--- src/rtl/pool_2x2_pkg.sv ---
// Shared pixel/channel definitions for the conv -> ReLU -> pool datapath.
// Holds the channel count and width, the packed pixel width and a signed
// int8 max helper used wherever channels are compared.
package pool_2x2_pkg;

  localparam int unsigned CH_N  = 4;
  localparam int unsigned CH_W  = 8;
  localparam int unsigned PIX_W = CH_N * CH_W;

  // Signed int8 max; ties return the (equal) first operand.
  function automatic logic [CH_W-1:0] max_s8(input logic [CH_W-1:0] a,
                                             input logic [CH_W-1:0] b);
    return ($signed(b) > $signed(a)) ? b : a;
  endfunction

endpackage

--- src/rtl/max4_s8.sv ---
// Per-channel signed max of two packed 4 x int8 pixels.
// Ports:
//   a, b   : packed pixels, ch1 in the top byte, ch4 in the bottom byte
//   max_c  : combinational per-channel signed max of a and b
module max4_s8
  import pool_2x2_pkg::*;
(
  input  logic [PIX_W-1:0] a,
  input  logic [PIX_W-1:0] b,
  output logic [PIX_W-1:0] max_c
);

  // Each byte lane is compared independently as a signed value.
  always_comb begin
    max_c = '0;
    for (int i = 0; i < int'(CH_N); i++) begin
      max_c[i*CH_W +: CH_W] = max_s8(a[i*CH_W +: CH_W], b[i*CH_W +: CH_W]);
    end
  end

endmodule

--- src/rtl/pool_2x2.sv ---
// 2x2 stride-2 max pooling over a raster-order stream of 4 x int8 pixels.
// Ports:
//   clk, rst   : clock and synchronous active-high reset
//   data_i     : input pixel, ch1 = [31:24] .. ch4 = [7:0]
//   valid_i    : one pixel per asserted cycle, no backpressure
//   data_o     : pooled pixel, same packing; holds when valid_o is low
//   valid_o    : one-cycle qualifier for data_o
//   pool_done  : one-cycle pulse with the last pooled pixel of a frame
module pool_2x2
  import pool_2x2_pkg::*;
#(
  parameter int unsigned IMG_W = 32,
  parameter int unsigned IMG_H = 32
) (
  input  logic             clk,
  input  logic             rst,
  input  logic [PIX_W-1:0] data_i,
  input  logic             valid_i,
  output logic [PIX_W-1:0] data_o,
  output logic             valid_o,
  output logic             pool_done
);

  localparam int unsigned COL_W = $clog2(IMG_W);
  localparam int unsigned ROW_W = $clog2(IMG_H);
  localparam int unsigned LB_D  = IMG_W / 2;
  localparam int unsigned LB_AW = (LB_D > 1) ? $clog2(LB_D) : 1;

  logic [COL_W-1:0] col;
  logic [ROW_W-1:0] row;
  logic [PIX_W-1:0] hold;
  logic [PIX_W-1:0] line_buf [LB_D];

  logic             col_last_c;
  logic             row_last_c;
  logic             odd_col_c;
  logic             odd_row_c;
  logic [LB_AW-1:0] lb_idx_c;
  logic [PIX_W-1:0] lb_rd_c;
  logic [PIX_W-1:0] pair_max_c;
  logic [PIX_W-1:0] win_max_c;

  // Position decode for the pixel currently on data_i.
  always_comb begin
    col_last_c = (col == COL_W'(IMG_W - 1));
    row_last_c = (row == ROW_W'(IMG_H - 1));
    odd_col_c  = col[0];
    odd_row_c  = row[0];
    lb_idx_c   = LB_AW'(col >> 1);
    lb_rd_c    = line_buf[lb_idx_c];
  end

  // Horizontal pair max: held even-column pixel vs current odd-column pixel.
  max4_s8 u_pair_max (
    .a     (hold),
    .b     (data_i),
    .max_c (pair_max_c)
  );

  // Vertical max: current pair vs the pair stored from the even row above.
  max4_s8 u_row_max (
    .a     (pair_max_c),
    .b     (lb_rd_c),
    .max_c (win_max_c)
  );

  // Position counters, pair-hold register and registered outputs.
  always_ff @(posedge clk) begin
    if (rst) begin
      col       <= '0;
      row       <= '0;
      hold      <= '0;
      data_o    <= '0;
      valid_o   <= 1'b0;
      pool_done <= 1'b0;
    end else begin
      valid_o   <= 1'b0;
      pool_done <= 1'b0;
      if (valid_i) begin
        if (!odd_col_c) begin
          hold <= data_i;
        end
        if (odd_col_c && odd_row_c) begin
          data_o    <= win_max_c;
          valid_o   <= 1'b1;
          pool_done <= row_last_c && col_last_c;
        end
        if (col_last_c) begin
          col <= '0;
          row <= row_last_c ? '0 : row + ROW_W'(1);
        end else begin
          col <= col + COL_W'(1);
        end
      end
    end
  end

  // Line buffer needs no reset: every entry is written on the even row
  // before the odd row reads it. Reads (odd rows) and writes (even rows)
  // never target the same cycle's row, so back-to-back frames are safe.
  always_ff @(posedge clk) begin
    if (!rst && valid_i && odd_col_c && !odd_row_c) begin
      line_buf[lb_idx_c] <= pair_max_c;
    end
  end

endmodule

--- config.mk ---
export PLATFORM = sky130hd
export DESIGN_NAME = pool_2x2
export DESIGN_NICKNAME = d
export VERILOG_FILES = /design/src/rtl/pool_2x2_pkg.sv /design/src/rtl/max4_s8.sv /design/src/rtl/pool_2x2.sv
export SDC_FILE = /design/constraint.sdc
export NUM_CORES = 1
export LEC_CHECK = 0
export ABC_AREA = 1
export CORE_MARGIN = 1.5
export CORE_UTILIZATION = 45
export CTS_CLUSTER_DIAMETER = 150
export DETAILED_ROUTE_END_ITERATION = 16
export PLACE_DENSITY = 0.58
export SLEW_MARGIN = 20
export SYNTH_ARGS = -nofsm -noshare
export SYNTH_HDL_FRONTEND = slang
export SYNTH_SLANG_ARGS = --single-unit
--- constraint.sdc ---
create_clock -name clk -period 4.5 [get_ports clk]
set_input_delay 0.675 -clock clk [delete_from_list [all_inputs] [get_ports clk]]
set_output_delay 0.675 -clock clk [all_outputs]
set_load 0.02 [all_outputs]
# Yosys cells after proc, flatten, opt, wreduce, memory -nomap -nowiden
# Memories as Yosys holds them, arrays and structs flattened. A register that Yosys moved wholly into a read port is not among the register bits.
# Index checks and enable logic that the tools add are counted.
word_totals:
  reg_bits: 76
  mem_bits_rw: 512
  elab_cells: 49
  mem_count: 1
mem_list:
  columns: ["memory", "words", "word_bits", "rd", "rd_ports_with_merged_regs", "wr", "line_no", "text"]
  rows:
  - ["line_buf", 16, 32, 1, 1, 1, "pool_2x2.sv:32", "logic [PIX_W-1:0] line_buf [LB_D];"]
classes:
  add_sub_neg: 2
  order_cmp: 8
  n_eq_ne: 2
  n_mux: 15
  bitwise_logic: 3
  n_reduce_logical: 12
ops:
  columns: ["op", "n"]
  rows:
  - ["$gt 8x8->1", 8]
  - ["$mux 8", 8]
  - ["$add 5x1->5 const B", 2]
  - ["$eq 5x5->1 const B", 2]
  - ["$mux 5", 2]
  - ["$mux 4", 2]
  - ["$reduce_and 2->1", 3]
  - ["$logic_and 1x1->1", 5]
  - ["$mux 1", 3]
  - ["$not 1->1", 3]
  - ["$reduce_or 3->1", 1]
  - ["$logic_not 1->1", 2]
  - ["$reduce_or 2->1", 1]

# Logic depth before layout (Yosys ltp)
# Gate-level depths: netlist of the first run.
depth:
  ltp_word: 6
  depth_mapped: 29

# By module
# A second synthesis of the first run with hierarchy kept.
hier_totals:
  cells_unflattened: 2947
  area_unflattened_um2: 27906.8
by_module_without_submodules:
  columns: ["module", "n_inst", "cells_per_inst", "area_each_um2"]
  rows:
  - ["pool_2x2", 1, 2443, 24981.5]
  - ["max4_s8", 2, 252, 1462.7]

# Worst setup path before layout of the first run
# OpenSTA, ideal clock, no wires.
synth_timing:
  path_type: "input -> register"
  startpoint: "in data_i[15]"
  endpoint: "reg data_o[14]"
  setup_ns: 0.070
  arrival_time_ns: 3.497
  t_required_ns: 4.430
  path_slack_ns: 0.933
  stages: 23
  path_cell_list: "ha_1 -> nand2_1 -> inv_1 -> nand2_1 -> nand2_1 -> nor2_1 -> nand3_1 -> nand3_1 -> nand2_1 -> nand2_1 -> inv_1 -> ha_1 -> a21oi_1 -> nor2b_1 -> nand2_1 -> nand2_1 -> nand2_1 -> nand2_1 -> buf_2 -> nor2_1 -> nor2_1 -> nand2_1 -> a21oi_2"
synth_between:
  elab_chain_cells: 4
synth_rtl:
  columns: ["element", "line_no", "text"]
  rows:
  - ["start: declaration", "pool_2x2.sv:17", "input logic [PIX_W-1:0] data_i,"]
  - ["$gt 8x8->1", "pool_2x2_pkg.sv:13", "return ($signed(b) > $signed(a)) ? b : a;"]
  - ["$mux 8 (*)", "pool_2x2_pkg.sv:13", null]
  - ["via pair_max_c[15]", "pool_2x2.sv:40", "logic [PIX_W-1:0] pair_max_c;"]
  - ["$gt 8x8->1 (*)", "pool_2x2_pkg.sv:13", null]
  - ["$mux 8 (*)", "pool_2x2_pkg.sv:13", null]
  - ["end signal: assignment", "pool_2x2.sv:84", "data_o <= win_max_c;"]
  - ["end: declaration", "pool_2x2.sv:19", "output logic [PIX_W-1:0] data_o,"]
# Mark *: on every way through the listed nets, which the timed path passes. The rest lies on a longest branch.
# A chain may end at the register's enable or synchronous reset.

# Worst setup path after layout of the first run
layout_timing:
  startpoint: "in data_i[7]"
  endpoint: "reg data_o[0]"
layout_between:
  elab_chain_cells: 4
layout_rtl:
  columns: ["element", "line_no"]
  rows:
  - ["$gt 8x8->1", "pool_2x2_pkg.sv:13"]
  - ["$mux 8", "pool_2x2_pkg.sv:13"]
  - ["via pair_max_c[3]", "pool_2x2.sv:40"]
  - ["$gt 8x8->1", "pool_2x2_pkg.sv:13"]
  - ["$mux 8", "pool_2x2_pkg.sv:13"]
# The timed path passes the listed nets, and every way through them passes these cells.

==> impl_metrics.toml, run 1 <==
[drt]
ant_nets = 0
route.vias.total = 17856
detail_route.wl_per_cell_um = 19.38
drtPass1Iterations = 5
wl_mm = 65.27
drtIter0Drc = 1526
viasPerCell = 5.302
drcViolationCount = 0

[logic_synthesis]
synth_compound_area_share_pct = 10.90
synth_fp_nets = 2574
postSynth.asyncResetShare_pct = 0
synth_top_family_by_area = "simple AND/OR/NAND/NOR gates"
synthXorXnorAreaFrac_pct = 0.03315
synth_area_per_cell_um2 = 10.69
muxShareOfSynthArea_pct = 0
synth-simple-area-share_pct = 13.31
yosysSeqAreaShare_pct = 64.25
synth_fa_ha_area_share_pct = 3.220
syn-cell-area_mm2 = 0.02642
ys_warn_count = 0
ys_ff_latch = 592
synth_edf_count = 512
synth_cell_types = 29
synthCells = 2471
ys.flop_type = "edfxtp_1"

[power]
power_frac_clock_pct = 37.8
ir_drop_mv = 0.3251
p_int_mw = 9.313
total_leakage_power_nw = 11.22
comb_power_share_pct = 11.9
swShare_pct = 24.90
power_frac_seq_pct = 50.2
powerDensity_mw_per_mm2 = 411.8
p_switching_mw = 3.088

[place]
hpwlAfterDp_mm = 38.51
place_area_mm2 = 0.02831
place.gp.congestion = 0.8646
io_buffers = 68
dp.cells = 3262

[clock_network]
root_buffer = "clkbuf_16"
cts_setup_buffers = 0
ctsLongestPathBuffers = 3
cts_tree = "yes"
cts_buffers = 60
cts_hold_buf = 0
clk_pin_slew_ns = 0.06
h-tree-depth = 2
cts-resized-gates = 0
clock_latency_ns = 0.64
cts.sinks = 592

[critical_path]
crit_path_end_kind = "flip-flop"
arrival_ns = 4.25
cpMostUsedCell = "nand2_1"
r2r_slack_ns = 0.91
critPathBufInv = 2
slowest_stage = "clkdlybuf4s50_1"
cp-start-kind = "input port"
cp_top_family = "simple AND/OR/NAND/NOR gates"
worstPathMaxFanout = 16
cp_cell_sequence = "clkdlybuf4s50_1 -> ha_1 -> a21o_1 -> nor2_1 -> nand3_1 -> nand3_1 -> nand2_1 -> nand2_1 -> inv_1 -> ha_1 -> nand2_1 -> nor2_1 -> o21ai_0 -> nand3_1 -> nand2_1 -> nand2_1 -> nand2_1 -> nor2_1 -> nor2_1 -> nand2_1 -> a21oi_2"
critPathKind = "in -> reg"
cp.required_ns = 4.98
slowest_delay_ns = 0.45

[global_routing]
grtUsageTotal_pct = 22.01
globalRoute.totalOverflow = 0
grt_pass1_vias = 17247
grt_first_pass_wirelength_mm = 101.0
antenna_found_initial = 0
grt_max_degree = 172

[timing]
fin_skew_ns = 0.02392
finalHoldViolCount = 0
fin_setup_tns_ns = 0
fin_crit_sh_pct = 83.68
maxSlewViolCount = 0
whs_ns = 0.4698
fin_crit_ns = 3.766
setup_violations = 0
timing.fmax_mhz = 265.6
slew_headroom_pct = 36.70
rsz0062_at_grt = "false"
worst_slew_pin_slew_ns = 0.9494

[floorplan]
dieArea_mm2 = 0.06018
row_count = 88
io_pins = 69
die_h_um = 245.3
core_mm2 = 0.05792
fp.dieW_um = 245.3
start_util_pct = 45.62

[finish]
drive_above_1_share_pct = 7.991
n_antenna_cell = 0
areaGrowthSynthToFinish_pct = 13.97
seq_area_mm2 = 0.01699
fin_area_mm2 = 0.03012
multi_input_area_mm2 = 0.007380
fin_util_pct = 52.00
n_fill_cell = 5183
nets = 2662
stdcell_count = 3368

[outcome]
status = "complete, no violations"

[hold_path]
hp-class = "reg -> reg"

[flow_run]
drv_cap = 0
## stage by stage
| step | setup slack, ns | power, mW |
|---|---|---|
| floorplan | 0.9335 | 7.325 |
| global placement | 0.3040 | 7.781 |
| detailed placement | 0.1625 | 7.823 |
| CTS | 0.8011 | 12.50 |
| global route | 0.3305 | 12.91 |
| finish | 0.7344 | 12.40 |
## path summary, 6_finish.rpt
check / startpoint / endpoint / cells after the start
min: data_o[28]$_SDFFE_PP0P_ / data_o[28]$_SDFFE_PP0P_ / 2
max reg2reg: hold[15]$_SDFFE_PP0P_ / data_o[10]$_SDFFE_PP0P_ / 24
min reg2reg: data_o[28]$_SDFFE_PP0P_ / data_o[28]$_SDFFE_PP0P_ / 2
max: data_i[7] / data_o[0]$_SDFFE_PP0P_ / 21
## worst register-to-register path, stage by stage, from the launching register on
cell and delay (ns):
dfxtp_1 0.34, inv_1 0.06, ha_1 0.31, nand2_1 0.11, inv_1 0.05, nand2_1 0.06, nand2_1 0.06, nor2_1 0.09
nand3_1 0.25, nand3_1 0.35, nand2_1 0.12, nand2_1 0.10, inv_1 0.05, ha_1 0.32, nand2_1 0.09, a21oi_1 0.15
nor2b_1 0.06, nand2_1 0.06, nand2_1 0.04, nand2_1 0.05, nand2_1 0.30, nor2_1 0.22, nor2_1 0.06, nand2_1 0.10
a21oi_2 0.05
## kinds of logic (layout without fill, tap and decap cells)
kind of cell,after synthesis,count (layout)
buf+inv,509,641
xor+xnor,1,1
flops,592,592
simple gates,824,824
fa+ha+maj,68,68
compound gates,477,477
## synth_stat cells (all sizes together) (2+ instances only)
| library cell | instances | area (um2) |
|---|---|---|
| inv | 379 | 1423 |
| nor2 | 112 | 420.4 |
| clkbuf | 49 | 187.7 |
| a21oi | 178 | 973.4 |
| nor3 | 13 | 65.06 |
| a21o | 2 | 15.01 |
| nand3 | 241 | 1206 |
| ha | 68 | 850.8 |
| dfxtp | 80 | 1602 |
| o211ai | 160 | 1201 |
| buf | 81 | 579.3 |
| nand2 | 416 | 1562 |
| nand4 | 39 | 244.0 |
| edfxtp | 512 | 15370 |
| o21ai | 135 | 675.6 |
## per-layer routing
metal	track usage [%]	share of wire, %
met5	0	0
met4	5.556	1.9
met3	4.202	6.7
met2	34.31	45
met1	31.68	46
## state kept, by name, indices dropped and copies added (netlist names), named ones only
name       count
row            5
data_o        32
valid_o        1
pool_done      1
line_buf     512
hold          32
col            5
## final cells by class
type / instances / share of cell area, %
multi-input cells: 1370 / 24.50
inverters: 379 / 4.724
well taps: 765 / 3.178
repair buffers: 156 / 5.185
clock buffers: 80 / 5.339
clock inverters: 26 / 0.6648
flip-flops and latches: 592 / 56.40
## placed cells by master, fill, tap and decap left out, types with 3 or more instances in the layout
master	netlist	layout
a21oi_1	156	156
nor2_4	0	16
clkinv_2	0	5
clkdlybuf4s50_1	0	67
bufinv_16	0	3
ha_1	68	68
nand3_1	241	241
a21oi_2	22	22
clkbuf_1	46	18
nand4_1	39	39
nor3_1	13	13
o21ai_1	53	53
buf_12	0	18
o21ai_0	82	82
clkbuf_16	0	61
dfxtp_1	80	76
inv_1	378	378
nand2_1	416	415
o211ai_1	160	160
edfxtp_1	512	512
nor2_1	112	96
clkinv_1	0	14
buf_4	4	70
## power groups by stage
stage / logic, mW / registers (mW) / clock network [mW]
global placement: 1.44 / 6.35 / 0
detailed placement: 1.48 / 6.34 / 0
CTS: 1.48 / 6.23 / 4.79
finish: 1.48 / 6.23 / 4.69
global route: 1.68 / 6.23 / 4.99
floorplan: 1.00 / 6.32 / 0
(Power assumes the default switching activity.)
==> run 2: changes to the inputs <==
--- a/config.mk
+++ b/config.mk
@@ -10,7 +10,7 @@
 export CORE_UTILIZATION = 45
 export CTS_CLUSTER_DIAMETER = 150
 export DETAILED_ROUTE_END_ITERATION = 16
-export PLACE_DENSITY = 0.58
+export PLACE_DENSITY = 0.6
 export SLEW_MARGIN = 20
 export SYNTH_ARGS = -nofsm -noshare
 export SYNTH_HDL_FRONTEND = slang
==> constraint.sdc (replaced) <==
create_clock -name clk -period 3.2 [get_ports clk]
set_input_delay 0.48 -clock clk [delete_from_list [all_inputs] [get_ports clk]]
set_output_delay 0.48 -clock clk [all_outputs]
set_load 0.02 [all_outputs]
==> run 2 against run 1 <==
Critical path depth stayed put. Clock power grew 48%. Non-clock buffer count grew 144. Critical path type unchanged. Hold slack worse by 0.053 ns. Highest routed layer unchanged.
==> impl_metrics.toml, run 2 (same netlist as run 1, synthesis figures left out) <==
[clock_network]
ctsLongestPathBuffers = 3
cts_buffers = 58
cts_hold_buf = 0
clock_latency_ns = 0.62
cts.sinks = 592
root_buffer = "clkbuf_16"
cts_tree = "yes"
h-tree-depth = 2
clk_pin_slew_ns = 0.06

[global_routing]
globalRoute.totalOverflow = 0
grt_max_degree = 71
grtUsageTotal_pct = 22.35
grt_pass1_vias = 17881
grt_first_pass_wirelength_mm = 102.7
antenna_found_initial = 1

[finish]
areaGrowthSynthToFinish_pct = 21.30
nets = 2805
largest_register_ffs = 512
drive_above_1_share_pct = 17.39
regMostFlops = "line_buf"
fin_util_pct = 55.34
fin_area_mm2 = 0.03205
mostFrequentLayoutCell = "edfxtp_1"
top_regs = "line_buf: 512 flops, data_o: 32 flops, hold: 32 flops"
n_fill_cell = 5030
final_cell_mix = "edfxtp_1, inv_1, nand2_1"

[hold_path]
hp-class = "in -> reg"
worstHoldStart = "data_i[5]"
whs_path_depth = 4
hold_end = "hold[5]$_SDFFE_PP0P_"

[power]
total_leakage_power_nw = 12.11
p_switching_mw = 4.516
finalPower_mw = 18.32
swShare_pct = 24.65
power_frac_seq_pct = 47.7
powerDensity_mw_per_mm2 = 571.6
power_frac_clock_pct = 37.8
ir_drop_mv = 0.5287
p_int_mw = 13.80
comb_power_share_pct = 14.4

[critical_path]
rr_startpoint = "hold[7]$_SDFFE_PP0P_"
r2r_slack_ns = 0.12
worstPathMaxFanout = 8
worstReg2RegEnd = "data_o[3]$_SDFFE_PP0P_"
cp.required_ns = 3.67
crit_path_end_kind = "flip-flop"
worst-r2r-cell-count = 21
critPathKind = "in -> reg"
cp-start-kind = "input port"
arrival_ns = 3.58

[timing]
fin_crit_ns = 3.104
slew_headroom_pct = 61.21
fin_crit_sh_pct = 96.99
timing.fmax_mhz = 322.2
finalHoldViolCount = 0
setup_violations = 0
worst_slew_pin_slew_ns = 0.5804
maxSlewViolCount = 0
rsz0062_at_grt = "true"
fin_skew_ns = 0.01669

[floorplan]
dieArea_mm2 = 0.06018
core_mm2 = 0.05792
fp.dieW_um = 245.3
die_h_um = 245.3
row_count = 88
start_util_pct = 45.62
io_pins = 69

[place]
place_area_mm2 = 0.02943
place.gp.congestion = 0.8643
hpwlAfterDp_mm = 40.22
io_buffers = 68

[outcome]
status = "complete, no violations"

[drt]
drtIter0Drc = 1533
viasPerCell = 5.316
drcViolationCount = 0
route.vias.total = 18686
wl_mm = 67.60
detail_route.wl_per_cell_um = 19.23
drtPass1Iterations = 5
ant_nets = 0

[flow_run]
drv_cap = 0
[run 2: changes by cell type in the layout (fill, tap and decap cells not counted), moves of 9 or more]
cell and delta:
buf_4 +120, nand2_1 -52, nand2_2 +50, dfxtp_1 -16
dfxtp_2 +16, ha_1 -16, ha_4 +16, buf_12 +15
nor2_1 -10, buf_6 +9, nor2_2 +9
[run 2: timing repair]
action | CTS | global route
pin swaps | 0 | 52
buffers inserted | 0 | 27
endpoints found under the setup margin | 3 | 32
gates resized for setup | 1 | 114
gates cloned | 0 | 1
[run 2: cell type report]
cell class | instances | area (um2) | share of cell area, %
diodes | 1 | 2.502 | 0.007808
clock buffers | 83 | 1627 | 5.075
clock inverters | 24 | 292.8 | 0.9135
inverters | 379 | 1423 | 4.439
multi-input cells | 1371 | 7876 | 24.57
flip-flops and latches | 592 | 17010 | 53.06
well taps | 765 | 957.2 | 2.986
repair buffers | 300 | 2867 | 8.944
[run 2: worst max-delay path: stages]
cell	delay, ns
clkdlybuf4s50_1	0.55
ha_4	0.24
a21o_1	0.19
nor2_2	0.17
nand2_2	0.12
nand2_4	0.13
nand3_4	0.15
buf_4	0.18
nand2_1	0.10
nand2_2	0.07
inv_1	0.06
ha_1	0.23
inv_2	0.07
nor2_1	0.05
a22oi_1	0.20
nand2_2	0.12
buf_6	0.15
nor2_1	0.12
nor2_1	0.05
nand2_1	0.10
a21oi_2	0.05
[run 2: worst max-delay path by stage]
stage | from | end | slack, ns | cells after the start
2_1_floorplan | data_i[7] | data_o[6]$_SDFFE_PP0P_ | 0.02 | 22
3_3_place_gp | data_i[7] | data_o[7]$_SDFFE_PP0P_ | -0.46 | 23
3_5_place_dp | data_i[5] | data_o[4]$_SDFFE_PP0P_ | -0.55 | 24
4_1_cts | hold[31]$_SDFFE_PP0P_ | data_o[30]$_SDFFE_PP0P_ | 0.05 | 26
5_1_grt | hold[7]$_SDFFE_PP0P_ | data_o[3]$_SDFFE_PP0P_ | -0.11 | 22
6_report | data_i[7] | data_o[3]$_SDFFE_PP0P_ | 0.1 | 21
[run 2: per-stage QoR]
| stage | setup TNS (ns) | setup slack [ns] | std cells | hold slack [ns] |
|---|---|---|---|---|
| 3_5_place_dp | -13.64 | -0.5521 | 3379 | 0.4590 |
| 4_1_cts | 0 | 0.05295 | 3486 | 0.3934 |
| 6_report | 0 | 0.09617 | 3515 | 0.4172 |
| 3_3_place_gp | -11.16 | -0.4602 | 3379 | 0.4596 |
| 5_1_grt | -0.7735 | -0.1057 | 3514 | 0.4240 |
| 2_1_floorplan | 0 | 0.02120 | 2471 | 0.4475 |
[run 2: routing by layer]
metal	wire, um	track usage [%]	part of all wire (%)
met5	0	0	0
met4	1415	5.882	2.1
met3	4678	3.787	6.9
met2	31560	36.02	47
met1	29940	31.35	44
[run 2: power by group through the flow]
| stage | sequential [mW] | clock [mW] | combinational (mW) |
|---|---|---|---|
| 3_3_place_gp | 8.91 | 0 | 2.27 |
| 3_5_place_dp | 8.91 | 0 | 2.34 |
| 2_1_floorplan | 8.89 | 0 | 1.43 |
| 5_1_grt | 8.74 | 7.30 | 2.94 |
| 6_report | 8.74 | 6.93 | 2.65 |
| 4_1_cts | 8.75 | 7.03 | 2.35 |
